===== src/rtl/mem_access_arbiter.sv =====
// mem_access_arbiter: shares one byte-addressed memory unit between the instruction-fetch (I) and data (D) ports.
// Optional wait-state abort is compiled in when MEM_ARB_TIMEOUT_EN is defined.
module mem_access_arbiter #(
  parameter int ADDR_W         = 32,
  parameter int SYNC_STAGES    = 2,
  parameter int TIMEOUT_CYCLES = 64
) (
  input  logic              clk,
  input  logic              reset_n,
  input  logic              IReq,
  input  logic [ADDR_W-1:0] IAddr,
  output logic              IAck,
  output logic [31:0]       IRData,
  output logic              IErr,
  input  logic              DReq,
  input  logic              DRW,
  input  logic [1:0]        DSize,
  input  logic [ADDR_W-1:0] DAddr,
  input  logic [31:0]       DWData,
  output logic              DAck,
  output logic [31:0]       DRData,
  output logic              DErr,
  output logic              MemEnable,
  output logic              MemReadWrite,
  output logic [ADDR_W-1:0] MemAddress,
  output logic [31:0]       MemDataIn,
  output logic [1:0]        MemWordSel,
  input  logic [31:0]       MemDataOut,
  input  logic              MemMFC,
  output logic              Busy
);

  // state     | meaning
  // IDLE      | no transaction, arbitrate pending requests
  // ISSUE     | first cycle with Enable high, fields stable
  // WAIT_HI   | waiting for synchronized MFC to rise
  // WAIT_LO   | waiting for synchronized MFC to fall (data settled)
  // RESP      | Ack pulse to the granted port
  // RECOVER   | Enable low so the next access sees a fresh edge
  localparam logic [2:0] S_IDLE    = 3'd0;
  localparam logic [2:0] S_ISSUE   = 3'd1;
  localparam logic [2:0] S_WAIT_HI = 3'd2;
  localparam logic [2:0] S_WAIT_LO = 3'd3;
  localparam logic [2:0] S_RESP    = 3'd4;
  localparam logic [2:0] S_RECOVER = 3'd5;

  localparam logic PORT_I = 1'b0;
  localparam logic PORT_D = 1'b1;

  if (SYNC_STAGES < 2 || TIMEOUT_CYCLES < 1) begin : g_param_check
    $error("mem_access_arbiter: SYNC_STAGES must be >= 2 and TIMEOUT_CYCLES >= 1");
  end

  logic [2:0]             state_q, state_d;
  logic                   rr_q, rr_d;
  logic                   gnt_q, gnt_d;
  logic                   grant;
  logic [SYNC_STAGES-1:0] mfc_sync_q, mfc_sync_d;
  logic                   mfc_s;
  logic                   mem_enable_q, mem_enable_d;
  logic                   mem_rw_q, mem_rw_d;
  logic [ADDR_W-1:0]      mem_addr_q, mem_addr_d;
  logic [31:0]            mem_wdata_q, mem_wdata_d;
  logic [1:0]             mem_sel_q, mem_sel_d;
  logic                   i_ack_q, i_ack_d;
  logic [31:0]            i_rdata_q, i_rdata_d;
  logic                   i_err_q, i_err_d;
  logic                   d_ack_q, d_ack_d;
  logic [31:0]            d_rdata_q, d_rdata_d;
  logic                   d_err_q, d_err_d;
  logic                   timeout;

  assign mfc_sync_d = {mfc_sync_q[SYNC_STAGES-2:0], MemMFC};
  assign mfc_s      = mfc_sync_q[SYNC_STAGES-1];

`ifdef MEM_ARB_TIMEOUT_EN
  localparam int CNT_W = $clog2(TIMEOUT_CYCLES + 1);
  logic [CNT_W-1:0] wait_cnt_q, wait_cnt_d;
  logic             in_wait;

  assign in_wait = (state_q == S_WAIT_HI) || (state_q == S_WAIT_LO);
  // >= so a late MFC rise on the last allowed cycle still aborts in WAIT_LO
  assign timeout = in_wait && (wait_cnt_q >= CNT_W'(TIMEOUT_CYCLES - 1));

  always_comb begin
    wait_cnt_d = wait_cnt_q;
    if (state_q == S_ISSUE) begin
      wait_cnt_d = '0;
    end else if (in_wait) begin
      wait_cnt_d = wait_cnt_q + 1'b1;
    end
  end

  always_ff @(posedge clk or negedge reset_n) begin
    if (!reset_n) begin
      wait_cnt_q <= '0;
    end else begin
      wait_cnt_q <= wait_cnt_d;
    end
  end
`else
  assign timeout = 1'b0;
`endif

  always_comb begin
    state_d      = state_q;
    rr_d         = rr_q;
    gnt_d        = gnt_q;
    grant        = PORT_I;
    mem_enable_d = mem_enable_q;
    mem_rw_d     = mem_rw_q;
    mem_addr_d   = mem_addr_q;
    mem_wdata_d  = mem_wdata_q;
    mem_sel_d    = mem_sel_q;
    i_ack_d      = 1'b0;
    i_rdata_d    = i_rdata_q;
    i_err_d      = i_err_q;
    d_ack_d      = 1'b0;
    d_rdata_d    = d_rdata_q;
    d_err_d      = d_err_q;

    case (state_q)
      S_IDLE: begin
        if (IReq || DReq) begin
          if (IReq && DReq) grant = ~rr_q;
          else              grant = DReq ? PORT_D : PORT_I;
          gnt_d        = grant;
          rr_d         = grant;
          mem_enable_d = 1'b1;
          state_d      = S_ISSUE;
          if (grant == PORT_D) begin
            mem_rw_d    = DRW;
            mem_addr_d  = DAddr;
            mem_wdata_d = DWData;
            mem_sel_d   = DSize;
          end else begin
            mem_rw_d    = 1'b1;
            mem_addr_d  = IAddr;
            mem_wdata_d = '0;
            mem_sel_d   = 2'b10;
          end
        end
      end
      S_ISSUE: state_d = S_WAIT_HI;
      S_WAIT_HI, S_WAIT_LO: begin
        if (state_q == S_WAIT_HI && mfc_s) begin
          state_d = S_WAIT_LO;
        end else if (state_q == S_WAIT_LO && !mfc_s) begin
          state_d = S_RESP;
          if (gnt_q == PORT_I) begin
            i_ack_d   = 1'b1;
            i_rdata_d = MemDataOut;
            i_err_d   = 1'b0;
          end else begin
            d_ack_d   = 1'b1;
            d_rdata_d = mem_rw_q ? MemDataOut : 32'h0;
            d_err_d   = 1'b0;
          end
        end else if (timeout) begin
          state_d      = S_RESP;
          mem_enable_d = 1'b0;
          if (gnt_q == PORT_I) begin
            i_ack_d   = 1'b1;
            i_rdata_d = 32'h0;
            i_err_d   = 1'b1;
          end else begin
            d_ack_d   = 1'b1;
            d_rdata_d = 32'h0;
            d_err_d   = 1'b1;
          end
        end
      end
      S_RESP: begin
        mem_enable_d = 1'b0;
        state_d      = S_RECOVER;
      end
      S_RECOVER: state_d = S_IDLE;
      default:   state_d = S_IDLE;
    endcase
  end

  always_ff @(posedge clk or negedge reset_n) begin
    if (!reset_n) begin
      state_q      <= S_IDLE;
      rr_q         <= PORT_I;
      gnt_q        <= PORT_I;
      mfc_sync_q   <= '0;
      mem_enable_q <= 1'b0;
      mem_rw_q     <= 1'b0;
      mem_addr_q   <= '0;
      mem_wdata_q  <= '0;
      mem_sel_q    <= '0;
      i_ack_q      <= 1'b0;
      i_rdata_q    <= '0;
      i_err_q      <= 1'b0;
      d_ack_q      <= 1'b0;
      d_rdata_q    <= '0;
      d_err_q      <= 1'b0;
    end else begin
      state_q      <= state_d;
      rr_q         <= rr_d;
      gnt_q        <= gnt_d;
      mfc_sync_q   <= mfc_sync_d;
      mem_enable_q <= mem_enable_d;
      mem_rw_q     <= mem_rw_d;
      mem_addr_q   <= mem_addr_d;
      mem_wdata_q  <= mem_wdata_d;
      mem_sel_q    <= mem_sel_d;
      i_ack_q      <= i_ack_d;
      i_rdata_q    <= i_rdata_d;
      i_err_q      <= i_err_d;
      d_ack_q      <= d_ack_d;
      d_rdata_q    <= d_rdata_d;
      d_err_q      <= d_err_d;
    end
  end

  assign IAck         = i_ack_q;
  assign IRData       = i_rdata_q;
  assign IErr         = i_err_q;
  assign DAck         = d_ack_q;
  assign DRData       = d_rdata_q;
  assign DErr         = d_err_q;
  assign MemEnable    = mem_enable_q;
  assign MemReadWrite = mem_rw_q;
  assign MemAddress   = mem_addr_q;
  assign MemDataIn    = mem_wdata_q;
  assign MemWordSel   = mem_sel_q;
  assign Busy         = (state_q != S_IDLE);

endmodule


===== config.mk =====
export PLATFORM = sky130hd
export DESIGN_NAME = mem_access_arbiter
export DESIGN_NICKNAME = d
export VERILOG_FILES = /design/src/rtl/mem_access_arbiter.sv
export SDC_FILE = /design/constraint.sdc
export NUM_CORES = 1
export LEC_CHECK = 0
export ABC_AREA = 1
export BUFFER_PORTS_ARGS = -buffer_cell sky130_fd_sc_hd__buf_2
export CAP_MARGIN = 5
export CORE_UTILIZATION = 45
export CTS_CLUSTER_SIZE = 10
export DETAILED_ROUTE_END_ITERATION = 8
export GPL_TIMING_DRIVEN = 0
export PLACE_DENSITY_LB_ADDON = 0.1
export SYNTH_ARGS = -nofsm -noshare
export SYNTH_HDL_FRONTEND = slang
export SYNTH_SLANG_ARGS = --single-unit

===== constraint.sdc =====
create_clock -name clk -period 1.4 [get_ports clk]
set_input_delay 0 -clock clk [delete_from_list [all_inputs] [get_ports clk]]
set_output_delay 0 -clock clk [all_outputs]
set_load 0.05 [all_outputs]

## Word level (Yosys, flattened, before mapping)

Cells that the tools add are included.

| cells by class | value |
|---|---|
| equality and inequality tests | 6 |
| multiplexer cells | 23 |
| bitwise operators | 2 |
| reduce and logical (&&, ||, !) cells | 14 |

Operator list:

| kind | count |
|---|---|
| 32-bit two-way mux | 3 |
| 1-bit two-way mux | 14 |
| 3-bit one-hot mux with 4 select lines | 1 |
| 3-bit two-way mux | 3 |
| 4-bit AND reduction | 2 |
| 3-bit by 2-bit == test with 1-bit output (second input constant) | 2 |
| 2-bit AND reduction | 3 |
| 3-bit by 1-bit == test with 1-bit output (second input constant) | 1 |
| 3-bit == test (second input constant) | 1 |
| 1-bit logical AND | 3 |
| 3-bit logical NOT | 1 |
| 3-bit inequality test (second input constant) | 1 |
| 3-bit nonzero test | 1 |
| 2-bit two-way mux | 1 |
| 2-bit inequality test (second input constant) | 1 |
| 1-bit NOT | 2 |
| 1-bit one-hot mux with 2 select lines | 1 |
| 2-bit nonzero test | 1 |
| 2-bit OR reduction | 1 |
| 1-bit logical NOT | 1 |
| 1-bit logical OR | 1 |

| storage, ports and cells | value |
|---|---|
| register bits | 140 |
| input port bits | 136 |
| logic and storage cells | 57 |

## Logic depth before layout (Yosys ltp)

| depth | value |
|---|---|
| word-level depth | 5 |
| mapped depth | 8 |
| gate-level depth less buffers | 6 |

## Worst setup path after synthesis

OpenSTA, ideal clock, no wires.

| path | value |
|---|---|
| path type | register to register |
| start | register mem_rw_q (netlist: MemReadWrite) |
| end | register d_rdata_q[22] (netlist: DRData[22]) |
| data arrival time | 1.381 ns |
| required time | 1.334 ns |
| path slack | -0.046 ns |
| cell stages (with the launch flop) | 6 |
| period minus slack after synthesis | 1.446 ns |
| cells stage by stage | dfrtp_1 -> clkbuf_1 -> clkbuf_1 -> nand2_1 -> nand3b_1 -> nand2_1 |

| on the way | value |
|---|---|
| longest elaborated chain between the ends | 1 |

Ends and longest elaborated chain:

| item | line | text |
|---|---|---|
| start: declaration | 61 | `logic mem_rw_q, mem_rw_d;` |
| start signal: assignment | 205 | `mem_rw_q <= mem_rw_d;` |
| 32-bit two-way mux | 156 | `d_rdata_d = mem_rw_q ? MemDataOut : 32'h0;` |
| end signal: assignment | 213 | `d_rdata_q <= d_rdata_d;` |
| end: declaration | 69 | `logic [31:0] d_rdata_q, d_rdata_d;` |

Every way passes these cells.
A chain may end at the register's enable or synchronous reset.

## Worst setup path after layout

| path | value |
|---|---|
| start | register state_q[2] |
| end | register d_rdata_q[14] (netlist: DRData[14]) |

| on the way | value |
|---|---|
| longest elaborated chain between the ends | 4 |
| elaborated cells between the ends (all ways) | 7 |

Ends and longest elaborated chain:

| item | line | text |
|---|---|---|
| start: declaration | 54 | `logic [2:0] state_q, state_d;` |
| start signal: assignment | 200 | `state_q <= state_d;` |
| 3-bit by 2-bit == test with 1-bit output | 122, 146 |  |
| 1-bit logical AND | 146 | `if (state_q == S_WAIT_HI && mfc_s) begin` |
| 1-bit NOT (no source line) | -- |  |
| 4-bit AND reduction (no source line) (*) | -- |  |

Every way passes the cells marked *; elsewhere a longest branch is shown, timed or not.

==> summary.md <==
| Metric | Value |
|---|---|
| Total GRT Usage | `0.2898` |
| Vias after detailed routing | `6851` |
| Die width | `119.5 µm` |
| Num CTS Buffers | `17` |
| Met2 routed WL | `10.20 mm` |
| CTS sink count | `140` |
| Syn Std Cell Area | `0.006213 mm²` |
| Worst EP arrival | `1.75 ns` |
| Depth of the CTS H-tree | `4` |
| CTS Root Cell | `clkbuf_16` |
| # rows | `42` |
| Clock Tree Buf Depth | `2` |
| Nets | `1329` |
| Worst r2r dst | `DRData[14]` |
| Antenna-violating nets left | `0` |
| HP Class | `input port to asynchronous set/reset pin` |
| Pin count of the biggest net entering global routing | `98` |
| Syn_area_per_cell | `8.208 µm²` |
| Starting Density | `0.4655` |
| Worst-path maximum fanout | `7` |
| Final Util | `0.7603` |
| Kind of critical path | `flop to flop` |
| Core outline area | `0.01335 mm²` |
| Later-pin clock latency in the skew report | `0.42 ns` |
| CTS tree | `done` |
| Post-layout minimum cycle time | `1.399 ns` |
| RR Startpoint | `state_q[2]` |
| Worst setup margin | `0.001428 ns` |
| Hold Vio Cnt, Final | `0` |
| Antenna Cells | `0` |
| Share of cells above drive strength 1 | `0.3184` |
| Max-cap viol count | `0` |
| Crit. End Element | `flop` |
| Critical path required time | `1.75 ns` |
| Part of the Yosys area used for sequential elements | `0.5638` |
| Final count of negative-setup-slack endpoints | `0` |
| Die ar. | `0.01428 mm²` |
| Die H | `119.5 µm` |
| Rel. slew slack | `0.6503` |
| Setup slack at placement | `-0.1807 ns` |
| Metal3 WL | `1.341 mm` |
| Synth-to-layout area growth | `63.33%` |
| Gr ovfl total | `0` |
| Most used DFF post-synth | `dfrtp_1` |
| Fillers | `920` |
| Clk_skew | `0.007149 ns` |
| Reg2reg path depth | `7` |
| Antenna violations before repair | `0` |
| Async set-reset flop share out of synthesis | `1.000` |
| Total wire length | `20.38 mm` |
| Reg2Reg Setup Slack | `0.001 ns` |
| RSZ-0062 raised after global routing | `true` |
| Ports | `273` |
| Remaining DRCs | `0` |
| Measured slew at the worst slew-check pin | `0.5246 ns` |
| Most instantiated cells after synthesis | `402 x nand2_1, 140 x dfrtp_1, 102 x nand3_1` |
| Leakage power | `5.693 nW` |
| Fmax | `0.7150 GHz` |
| Vias in the first global route | `6676` |
| Synth area leader | `dfrtp_1` |
| EDFF count, synth | `0` |
| Status | `finished clean` |
| Drt first pass iters | `6` |
| Clock Pin Slew Worst Setup and Hold Paths | `0.06 ns` |
| Largest cells by area after synthesis | `dfrtp_1 56%, nand2_1 24%, nand3_1 8.2%` |
| Initial drt markers | `400` |
| Post-synth cell types | `19` |
| Pwr dens | `2476 mW/mm²` |
| Worst vdd ir | `1.393 mV` |
| GP Congestion | `0.7794` |
| Post-DP HPWL | `12.43 mm` |
| Number of synthesized register bits | `140` |
| First-pass GRT wire length | `32.46 mm` |
| CP Launch Type | `flop` |
| Final Max Tran Viols | `0` |
| IO buf count | `269` |
| Most numerous cell in the Yosys netlist | `nand2_1` |
| Via density | `4.957` |
| Top layer in use | `met4` |
| Final Cycle Share | `0.9990` |
| Yosys top cell area share | `0.5638` |
| Wire per inst | `14.75 µm` |
| DRT met1 WL | `8.177 mm` |
| Cells after Synth | `757` |
| Ys Warns | `0` |
how the worst max path moves through the flow:
| stage | cells past startpoint | end | from |
|---|---|---|---|
| detailed placement | 6 | MemReadWrite | gnt_q |
| CTS | 7 | DRData[16] | state_q[2] |
| global route | 7 | DRData[14] | state_q[2] |
| finish | 7 | DRData[14] | state_q[2] |
| floorplan | 5 | DRData[22] | MemReadWrite |
| global placement | 1 | MemReadWrite | reset_n |
final cells by class:
class,instances,area (µm²),share of cell area
Inverter,9,40.04,0.003945
Buffer,53,416.7,0.04106
Tap cell,176,220.2,0.02170
Clock inverter,15,198.9,0.01960
Clock buffer,17,425.4,0.04192
Multi-Input combinational cell,556,2462,0.2426
Timing Repair Buffer,416,2878,0.2836
Sequential cell,140,3507,0.3456
routing by layer:
layer  vias to the layer above  global-route usage
met5                         -                   0
met4                         0              0.1383
met3                        52             0.06606
met2                       325              0.4946
met1                      3214              0.3453
li1                       3260                   -
stage by stage:
step	power, W	hold WS [ns]	std cells	cell area, µm²	TNS, ns
after CTS	0.02468	0.03123	1373	9876	-0.03711
final	0.02513	0.06262	1382	10150	0
after global routing	0.02647	0.07294	1382	10150	-3.644
after global placement	0.01921	0.1091	1203	7790	-245.49
after detailed placement	0.01938	-0.05519	1204	7824	-8.709
after floorplan	0.01611	-0.2956	758	6223	0
power breakdown:
group / internal (W) / switching (W)
Combinational: 0.00348 / 0.0101
Clock: 0.00298 / 0.00177
Sequential: 0.00582 / 0.000983
placed cells by master (no fill, tap or decap), types with 2 or more instances in the layout:
| cell type | n |
|---|---|
| buf_12 | 2 |
| buf_2 | 277 |
| buf_4 | 21 |
| buf_6 | 10 |
| buf_8 | 6 |
| bufinv_16 | 4 |
| clkbuf_1 | 7 |
| clkbuf_16 | 20 |
| clkbuf_2 | 8 |
| clkinv_2 | 4 |
| clkinv_4 | 3 |
| clkinvlp_4 | 5 |
| conb_1 | 2 |
| dfrtp_1 | 137 |
| dfrtp_2 | 3 |
| dlygate4sd3_1 | 133 |
| inv_1 | 6 |
| inv_4 | 2 |
| nand2_1 | 398 |
| nand2_2 | 2 |
| nand2_4 | 4 |
| nand3_1 | 99 |
| nand3_2 | 3 |
| nand3b_1 | 32 |
| nor2_1 | 5 |
| nor2_4 | 4 |
| o21ai_2 | 2 |
sequential cells by signal (all words and copies together) (netlist names):
signal and cells:
DAck 1, DRData 32, IAck 1, IRData 32
MemAddress 32, MemDataIn 32, MemEnable 1, MemReadWrite 1
MemWordSel 2, gnt_q 1, mfc_sync_q 2, state_q 3
logic make-up after synthesis:
logic type / synth area share
other: 0.0006035
AOI/OAI and AO/OA: 0.003222
and+or+nand+nor: 0.3804
DFF: 0.5638
buffers and inverters: 0.05195
repair_timing:
action | in CTS | in global routing
setup endpoints to repair | 119 | 130
pin swaps | 2 | 29
setup buffers | 4 | 5
hold buffers | 133 | 0
endpoints found under the hold margin | 272 | 0
cloned | 0 | 4
resized for setup | 23 | 54
worst max-delay path: stages, from the launching register on:
cell       delay [ns]
dfrtp_1          0.41
inv_4            0.13
nand2_2          0.07
nor2_4           0.21
buf_12           0.18
clkbuf_16        0.15
nand3b_1         0.08
nand2_1          0.10
Note: power is estimated with default switching activity, not from simulation.
